[src/rtl/db15_pkg.sv]
// Shared types and constants for the DB15 serial joystick reader.
// Pad bit map matches the adapter wiring: directions first, then buttons.
package db15_pkg;

  typedef enum logic [2:0] {
    IDLE,
    LOAD,
    SHIFT_LO,
    SHIFT_HI,
    LATCH
  } db15_state_e;

  localparam int PAD_RIGHT = 0;
  localparam int PAD_LEFT  = 1;
  localparam int PAD_DOWN  = 2;
  localparam int PAD_UP    = 3;
  localparam int PAD_B1    = 4;
  localparam int PAD_B2    = 5;
  localparam int PAD_B3    = 6;
  localparam int PAD_B4    = 7;
  localparam int PAD_B5    = 8;
  localparam int PAD_B6    = 9;
  localparam int PAD_B7    = 10;
  localparam int PAD_B8    = 11;

  localparam int PAD_WORD_W = 16;
  // Serial ticks JOY_LOAD is held low before shifting starts.
  localparam int LOAD_TICKS = 2;

endpackage

[src/rtl/db15_tick_gen.sv]
// Serial half-period divider: one-cycle tick every CLK_DIV cycles,
// held at phase zero while restart is high.
module db15_tick_gen
  import db15_pkg::*;
#(
  parameter int CLK_DIV = 24
) (
  input  logic clk_sys,
  input  logic reset_n,
  input  logic restart,
  output logic tick
);

  localparam int CW = (CLK_DIV > 1) ? $clog2(CLK_DIV) : 1;
  localparam logic [CW-1:0] CNT_LAST = CW'(CLK_DIV - 1);

  logic [CW-1:0] cnt;

  always_ff @(posedge clk_sys or negedge reset_n) begin
    if (!reset_n)              cnt <= '0;
    else if (restart)          cnt <= '0;
    else if (cnt == CNT_LAST)  cnt <= '0;
    else                       cnt <= cnt + 1'b1;
  end

  assign tick = !restart && (cnt == CNT_LAST);

endmodule

[src/rtl/db15_serial_pad.sv]
// DB15 adapter reader: strobes LOAD, clocks out two pads' worth of bits and
// publishes both active-high joystick words together once per poll period.
module db15_serial_pad
  import db15_pkg::*;
#(
  parameter int CLK_DIV      = 24,
  parameter int POLL_CYCLES  = 48000,
  parameter int BITS_PER_PAD = 12
) (
  input  logic        clk_sys,
  input  logic        reset_n,
  input  logic        enable,
  input  logic        JOY_DATA,
  output logic        JOY_CLK,
  output logic        JOY_LOAD,
  output logic [15:0] joystick1,
  output logic [15:0] joystick2,
  output logic        frame_done
);

  localparam int NBITS = 2 * BITS_PER_PAD;
  localparam int BW    = $clog2(NBITS);
  localparam int PW    = $clog2(POLL_CYCLES);
  localparam logic [BW-1:0] LAST_BIT  = BW'(NBITS - 1);
  localparam logic [PW-1:0] POLL_LAST = PW'(POLL_CYCLES - 1);
  localparam logic [1:0]    LOAD_LAST = 2'(LOAD_TICKS - 1);

  db15_state_e        state, state_nxt;
  logic [PW-1:0]      poll_cnt;
  logic [1:0]         data_s;
  logic [1:0]         load_cnt;
  logic [BW-1:0]      bit_idx;
  logic [NBITS-1:0]   shift;
  logic               tick;
  logic               last_bit;
  logic [15:0]        pad1_nxt, pad2_nxt;

  // Divider only runs in an active frame, so LOAD always starts at phase zero.
  db15_tick_gen #(.CLK_DIV(CLK_DIV)) u_tick (
    .clk_sys (clk_sys),
    .reset_n (reset_n),
    .restart (state == IDLE),
    .tick    (tick)
  );

  // Free-running poll counter; frames start only on its zero.
  always_ff @(posedge clk_sys or negedge reset_n) begin
    if (!reset_n)                poll_cnt <= '0;
    else if (poll_cnt == POLL_LAST) poll_cnt <= '0;
    else                         poll_cnt <= poll_cnt + 1'b1;
  end

  always_ff @(posedge clk_sys or negedge reset_n) begin
    if (!reset_n) data_s <= 2'b11;
    else          data_s <= {data_s[0], JOY_DATA};
  end

  assign last_bit = (bit_idx == LAST_BIT);

  always_comb begin
    state_nxt = state;
    case (state)
      IDLE:     if (poll_cnt == '0 && enable)     state_nxt = LOAD;
      LOAD:     if (tick && load_cnt == LOAD_LAST) state_nxt = SHIFT_LO;
      SHIFT_LO: if (tick)                          state_nxt = SHIFT_HI;
      SHIFT_HI: if (tick)                          state_nxt = last_bit ? LATCH : SHIFT_LO;
      LATCH:                                       state_nxt = IDLE;
      default:                                     state_nxt = IDLE;
    endcase
  end

  always_ff @(posedge clk_sys or negedge reset_n) begin
    if (!reset_n) state <= IDLE;
    else          state <= state_nxt;
  end

  always_ff @(posedge clk_sys or negedge reset_n) begin
    if (!reset_n) begin
      load_cnt <= '0;
      bit_idx  <= '0;
      shift    <= '0;
    end else begin
      if (state != LOAD) load_cnt <= '0;
      else if (tick)     load_cnt <= load_cnt + 1'b1;

      if (state == LOAD)                        bit_idx <= '0;
      else if (state == SHIFT_HI && tick && !last_bit) bit_idx <= bit_idx + 1'b1;

      // The SHIFT_LO tick is the JOY_CLK rising edge.
      if (state == SHIFT_LO && tick) shift[bit_idx] <= data_s[1];
    end
  end

  // Adapter data is active-low; unused upper pad bits stay zero.
  always_comb begin
    pad1_nxt = '0;
    pad2_nxt = '0;
    for (int i = 0; i < BITS_PER_PAD; i++) begin
      pad1_nxt[i] = ~shift[i];
      pad2_nxt[i] = ~shift[BITS_PER_PAD + i];
    end
  end

  // Pad lines are registered from the next state so they stay glitch-free
  // yet line up cycle-for-cycle with the FSM state.
  always_ff @(posedge clk_sys or negedge reset_n) begin
    if (!reset_n) begin
      JOY_CLK    <= 1'b1;
      JOY_LOAD   <= 1'b1;
      frame_done <= 1'b0;
      joystick1  <= '0;
      joystick2  <= '0;
    end else begin
      JOY_CLK    <= (state_nxt != SHIFT_LO);
      JOY_LOAD   <= (state_nxt != LOAD);
      frame_done <= (state_nxt == LATCH);
      if (state_nxt == LATCH) begin
        joystick1 <= pad1_nxt;
        joystick2 <= pad2_nxt;
      end
    end
  end

endmodule

[config.mk]
export PLATFORM = sky130hd
export DESIGN_NAME = db15_serial_pad
export DESIGN_NICKNAME = d
export VERILOG_FILES = /design/src/rtl/db15_pkg.sv /design/src/rtl/db15_tick_gen.sv /design/src/rtl/db15_serial_pad.sv
export SDC_FILE = /design/constraint.sdc
export NUM_CORES = 1
export LEC_CHECK = 0
export ABC_AREA = 1
export CAP_MARGIN = 20
export CORE_ASPECT_RATIO = 0.7
export CORE_MARGIN = 2
export CORE_UTILIZATION = 33
export CTS_CLUSTER_DIAMETER = 50
export DETAILED_ROUTE_END_ITERATION = 7
export HOLD_SLACK_MARGIN = 0.1
export PLACE_DENSITY = 0.53
export RECOVER_POWER = 25
export SLEW_MARGIN = 30
export SYNTH_ARGS = -nofsm -noshare
export SYNTH_HDL_FRONTEND = slang
export SYNTH_SLANG_ARGS = --single-unit
export TNS_END_PERCENT = 20
[constraint.sdc]
create_clock -name clk_sys -period 1.45 [get_ports clk_sys]
set_input_delay 0.145 -clock clk_sys [delete_from_list [all_inputs] [get_ports clk_sys]]
set_output_delay 0.145 -clock clk_sys [all_outputs]
set_load 0.01 [all_outputs]
==> results of run 1 <==
[kinds of logic (layout without fill, tap and decap cells)]
| logic type | after synthesis | in the layout | share of synthesized area |
|---|---|---|---|
| other | 1 | 8 | 0.0009763 |
| AOI/OAI and AO/OA | 61 | 61 | 0.08111 |
| adders and majority gates | 8 | 8 | 0.02606 |
| buffers and inverters | 59 | 120 | 0.07361 |
| and+or+nand+nor | 206 | 206 | 0.2332 |
| xor gates and xnor gates | 16 | 16 | 0.03648 |
| DFF | 84 | 84 | 0.5485 |
[worst paths after layout]
| kind | from | to | slack [ps] |
|---|---|---|---|
| hold / removal | data_s[0]$_DFF_PN1_ | data_s[1]$_DFF_PN1_ | 360 |
| setup / recovery | u_tick.cnt[0]$_DFF_PN0_ | shift[15]$_DFFE_PN0P_ | 7 |
| max in group asynchronous | reset_n | bit_idx[3]$_DFFE_PN0P_ | 380 |
| min in group asynchronous | reset_n | poll_cnt[13]$_DFF_PN0_ | 510 |
| setup reg to reg | u_tick.cnt[0]$_DFF_PN0_ | shift[15]$_DFFE_PN0P_ | 7 |
| hold reg to reg | data_s[0]$_DFF_PN1_ | data_s[1]$_DFF_PN1_ | 360 |
[sequential cells by signal (all words and copies together) (netlist names)]
name,flops
shift,24
poll_cnt,16
joystick1,12
joystick2,12
bit_idx,5
u_tick.cnt,5
state,3
data_s,2
load_cnt,2
JOY_CLK,1
JOY_LOAD,1
frame_done,1
[layout by cell type (no fill, tap or decap), types with 2 or more instances in the layout]
cell,synthesis,routed
nor2_1,48,47
o21ai_1,52,52
inv_1,28,28
dlygate4sd3_1,0,2
nand2_2,3,8
nand2_4,0,3
nand4_1,4,4
buf_4,9,28
nor2_4,1,3
dfrtp_1,80,79
conb_1,1,8
clkbuf_16,0,12
clkinv_2,1,2
clkdlybuf4s50_1,0,26
nor3_1,6,6
nand3_2,0,12
clkinvlp_4,0,2
dfstp_2,4,4
buf_12,0,2
xor2_1,15,15
nor3_2,3,3
clkinv_1,2,2
ha_2,0,4
nand2_1,96,88
nand3_1,40,22
dlygate4sd2_1,0,2
buf_6,2,3
ha_1,8,3
clkinv_4,0,2
nand3_4,0,6
inv_2,6,6
a21oi_1,5,5
[layout make-up]
cell class                 count  area (µm²)
fill                        1054        6077
timing repair buffer          67       664.4
inverter                      37       143.9
clock inverter                 6       63.81
tap                          153       191.4
multi-input combinational    299        1683
clock buffer                  10       239.0
sequential                    84        2108
[what timing repair did]
action | CTS | global route
hold buffers | 1 | 0
buffers inserted | 1 | 5
pin swaps | 2 | 14
gates cloned | 0 | 4
resized for setup | 5 | 45
endpoints found under the hold margin | 80 | 0
setup endpoints to repair | 57 | 65
[metal layers]
layer,GRT usage,vias up,wire length [µm]
li1,-,1526,-
met1,0.2066,1376,4533
met2,0.1926,58,3360
met3,0.04099,6,372
met4,0.04032,0,52
met5,0,-,0
[power breakdown]
| group | total, mW | internal [mW] | leakage [nW] | switching, mW |
|---|---|---|---|---|
| clock | 2.27 | 1.38 | 0.144 | 0.899 |
| sequential | 2.38 | 2.36 | 1.14 | 0.0126 |
| combinational | 0.181 | 0.0513 | 1.02 | 0.130 |
| total | 4.83 | 3.79 | 2.30 | 1.04 |
[critical path, delay by kind of cell (launching register included)]
family	cells	cell delay (ps)
DFF	1	390
buffers and inverters	2	260
AOI/OAI and AO/OA	1	70
adders and majority gates	1	170
and+or+nand+nor	5	390
[metrics by stage]
step	total power [mW]	utilization	cells	hold WS [ps]	setup WS, ps
2_1_floorplan	2.501	-	442	-150.6	59.54
3_3_place_gp	2.582	0.3981	629	215.2	-41.69
3_5_place_dp	2.585	0.3981	629	217.9	-68.00
4_1_cts	4.899	0.4274	647	206.6	-9.376
5_1_grt	5.049	0.4560	656	346.4	-86.45
6_report	4.833	0.4560	656	355.2	7.204
==> impl_metrics.tcl, run 1 <==
set metrics [dict create \
    synth_ff_type "dfrtp_1" \
    worstPathRequired_ps 1630 \
    grt_overflow 0 \
    maxCapViolations 0 \
    synth-seq-cells 84 \
    startpoint_type "flop" \
    cp_slowest_cell "dfrtp_1" \
    die-area_um2 12530 \
    finClkSkew_ps 5.943 \
    grt_usage 0.1388 \
    syn_area_per_cell_um2 8.830 \
    hold_violations 0 \
    yosysTopAreaCellShare 0.5212 \
    worstPathArrival_ps 1620 \
    path_class "reg2reg" \
    yosys.area.top_type "dfrtp_1" \
    antenna_found_initial 0 \
    setup_violations 0 \
    dr.first_iter.drc_count 197 \
    port_buffers 30 \
    first_pass_iters 4 \
    cp_cell_sequence "ha_4 -> nand2_4 -> nor2_4 -> nand2_2 -> clkinv_4 -> clkbuf_16 -> nand3_2 -> nand2_1 -> o21ai_1" \
    wl_um 8318 \
    initial_core_util 0.3439 \
    cts_sinks 84 \
    pwr_density_cell_nw_per_um2 948.8 \
    dpl.hpwl_um 5496 \
    synthDistinctLibCells 32 \
    worstSkewPairLatency_ps 330 \
    cts-root-buf "clkbuf_16" \
    ys.warnings.count 0 \
    cts_tree "built" \
    peakVddDrop_mv 0.5441 \
    synth-edff-count 0 \
    pin_count 39 \
    netlist_instances 435 \
    drive_gt1_frac 0.2127 \
    wl_per_cell_um 12.68 \
    r2r.worst_path.cells 9 \
    max-slew-margin-rel 0.4933 \
    clock.fmax_mhz 693.1 \
    viasPerCell 4.521 \
    die_w_um 133.0 \
    core_um2 11170 \
    drc 0 \
    endpoint_kind "flop" \
    placed_area_um2 4447 \
    ant_nets 0 \
    cts_buffer_depth 2 \
    ys_seq_area_frac 0.5485 \
    tightest_slew_ps 760.0 \
    place.gp.congestion 0.7966 \
    hold_depth 0 \
    area_delta_synth_final_pct 32.61 \
    path_max_fanout 6 \
    grt_pass1_vias 2716 \
    synthTopCellsByCount "96 x nand2_1, 80 x dfrtp_1, 52 x o21ai_1" \
    hold_class "reg2reg" \
    status "finished, final reports clean" \
    grt_max_degree 85 \
    fp-row-count 32 \
    min_period_ps 1443 \
    cts_htree_levels 3 \
    synthArstFlopShare 1.000 \
    leakage_nw 2.298 \
    rsz0062_at_grt "yes" \
    cts.clk_slew.worst_paths_ps 60 \
    synthTopCellsByArea "dfrtp_1 52%, nand2_1 9.4%, o21ai_1 6.8%" \
    setup_tns_ps 0 \
    final_cell_area_um2 5094 \
    yosysMostFrequentCell "nand2_1" \
    vias 2966 \
    numCtsBuffers 9 \
    slew_viol_final 0 \
    syn_area_um2 3841 \
    die_h_um 94.27 \
    antenna_cells 0 \
    max_stage_delay_ps 390 \
    final_nets 510 \
    grt_pass1_wl_um 13660 \
    period_share 0.9950 \
]
(Power assumes the default switching activity.)
==> inputs of run 2 (changes only) <==
--- a/config.mk
+++ b/config.mk
@@ -8,12 +8,10 @@
 export ABC_AREA = 1
 export CAP_MARGIN = 20
 export CORE_ASPECT_RATIO = 0.7
-export CORE_MARGIN = 2
 export CORE_UTILIZATION = 33
 export CTS_CLUSTER_DIAMETER = 50
 export DETAILED_ROUTE_END_ITERATION = 7
 export HOLD_SLACK_MARGIN = 0.1
-export PLACE_DENSITY = 0.53
 export RECOVER_POWER = 25
 export SLEW_MARGIN = 30
 export SYNTH_ARGS = -nofsm -noshare
==> run 2 against run 1 <==
Net effect: core utilization barely moved; the run now ends with setup timing left; highest routed layer unchanged; register-to-register slack worse by 20 ps; global-route usage up 0.092 points; non-clock buffer count down 7; critical endpoint is now shift[9]$_DFFE_PN0P_.
==> impl_metrics.tcl, run 2 (synthesis results as in run 1) <==
set metrics [dict create \
    tightest_slew_ps 839.1 \
    cp_num_buf_inv 1 \
    grt_usage 0.1397 \
    cts-root-buf "clkbuf_16" \
    rsz0062_at_grt "yes" \
    path_max_fanout 6 \
    dp.cells 625 \
    cpLargestDelayFamily "flip-flops" \
    setup_tns_ps -22.09 \
    endpoint_kind "flop" \
    dpl.hpwl_um 5304 \
    viasPerCell 4.542 \
    final_common_cell "nand2_1" \
    pwr-share-comb 0.042 \
    core_um2 11170 \
    setup_violations 3 \
    grt_max_degree 48 \
    grt_pass1_wl_um 12900 \
    initial_core_util 0.3439 \
    die_h_um 92.27 \
    grt_pass1_vias 2669 \
    worstPathRequired_ps 1630 \
    cp_cell_sequence "inv_1 -> ha_2 -> nand3_1 -> nand2_1 -> o21ai_1" \
    cts_htree_levels 3 \
    final_nets 503 \
    antenna_cells 0 \
    clock_power_share 0.461 \
    fillers 1057 \
    first_pass_iters 4 \
    dr.first_iter.drc_count 200 \
    numCtsBuffers 9 \
    hold_violations 0 \
    reg_top3 "shift: 24 flops, poll_cnt: 16 flops" \
    placed_area_um2 4429 \
    cts_sinks 84 \
    register_area_um2 2110 \
    pin_count 39 \
    max_stage_delay_ps 420 \
    cp_slowest_cell "dfrtp_1" \
    clock.fmax_mhz 684.1 \
    pwr_density_cell_nw_per_um2 940.2 \
    intPower_mw 3.755 \
    max-slew-margin-rel 0.4400 \
    final_cell_area_um2 5092 \
    cts_buffer_depth 2 \
    finalPower_mw 4.788 \
    timing.hold.ws_ps 346.7 \
    fp-row-count 32 \
    drive_gt1_frac 0.2097 \
    fin_cells 649 \
    seqPwrFrac 0.496 \
    period_share 1.008 \
    drc 0 \
    area_delta_synth_final_pct 32.57 \
    violations "setup timing" \
    layout_common_cells "86 x nand2_1, 78 x dfrtp_1, 49 x o21ai_1" \
    multi_input_area_um2 1744 \
    slew_viol_final 0 \
    cts.clk_slew.worst_paths_ps 60 \
    path_class "reg2reg" \
    ant_nets 0 \
    leakage_nw 2.303 \
    antenna_found_initial 0 \
    p_sw_mw 1.033 \
    p_sw_frac 0.2158 \
    cts_tree "built" \
    place.gp.congestion 0.8499 \
    regMostFlops "shift" \
    status "complete, but fails checks" \
    final_util 0.4559 \
    peakVddDrop_mv 0.5062 \
    worstPathArrival_ps 1640 \
    wl_per_cell_um 12.42 \
    wl_um 8061 \
    fin_ws_ps -11.70 \
    min_period_ps 1462 \
    die_w_um 131.0 \
    place_ws_ps -43.88 \
    port_buffers 30 \
    die-area_um2 12080 \
    finClkSkew_ps 9.640 \
    vias 2948 \
    grt_overflow 0 \
    maxCapViolations 0 \
    startpoint_type "flop" \
    largest_register_ffs 24 \
    worstSkewPairLatency_ps 340 \
    hold_class "in2reg" \
]
## run 2: cell count changes in the layout (fill, tap and decap cells not counted), sizes merged
cell | previous run | this run
buf | 33 | 27
clkdlybuf4s50 | 26 | 23
dlymetal6s2s | 0 | 2
clkinv | 6 | 5
dlygate4sd2 | 2 | 3
## run 2: power by group through the flow
stage	clock network [mW]	logic (mW)	registers, mW
floorplan	0	0.0825	2.42
global placement	0	0.169	2.42
detailed placement	0	0.173	2.42
CTS	2.28	0.174	2.37
global route	2.37	0.231	2.38
finish	2.21	0.201	2.38
## run 2: layer usage
metal,GRT usage,part of all wire
met1,0.2043,0.51
met2,0.1900,0.43
met3,0.04842,0.051
met4,0.04310,0.0097
met5,0,0
## run 2: what timing repair did
action | CTS | global route
hold buffers | 1 | 0
buffers inserted | 0 | 4
gates resized for setup | 5 | 60
gates cloned | 0 | 3
pin swaps | 1 | 14
setup endpoints to repair | 48 | 70
endpoints found under the hold margin | 82 | 0
## run 2: worst paths after layout
path | start | endpoint | depth (start not counted) | slack, ps
min in group asynchronous | reset_n | poll_cnt[11]$_DFF_PN0_ | 2 | 390
worst max-delay path | bit_idx[1]$_DFFE_PN0P_ | shift[9]$_DFFE_PN0P_ | 5 | -10
worst max register to register | bit_idx[1]$_DFFE_PN0P_ | shift[9]$_DFFE_PN0P_ | 5 | -10
worst min register to register | data_s[0]$_DFF_PN1_ | data_s[1]$_DFF_PN1_ | 0 | 360
worst min-delay path | JOY_DATA | data_s[0]$_DFF_PN1_ | 1 | 350
max in group asynchronous | reset_n | u_tick.cnt[3]$_DFF_PN0_ | 3 | 220
## run 2: worst register-to-register path, stage by stage, from the launching register on
cell and delay [ps]:
dfrtp_1 420, inv_1 160, ha_2 390, nand3_1 160
nand2_1 100, o21ai_1 70
## run 2: area by class of cell
class	instances	area share
multi-input combinational	299	0.3425
sequential	84	0.4143
clock inverter	5	0.01081
timing repair buffer	60	0.1209
clock buffer	11	0.04570
inverter	37	0.02826
tap	153	0.03759
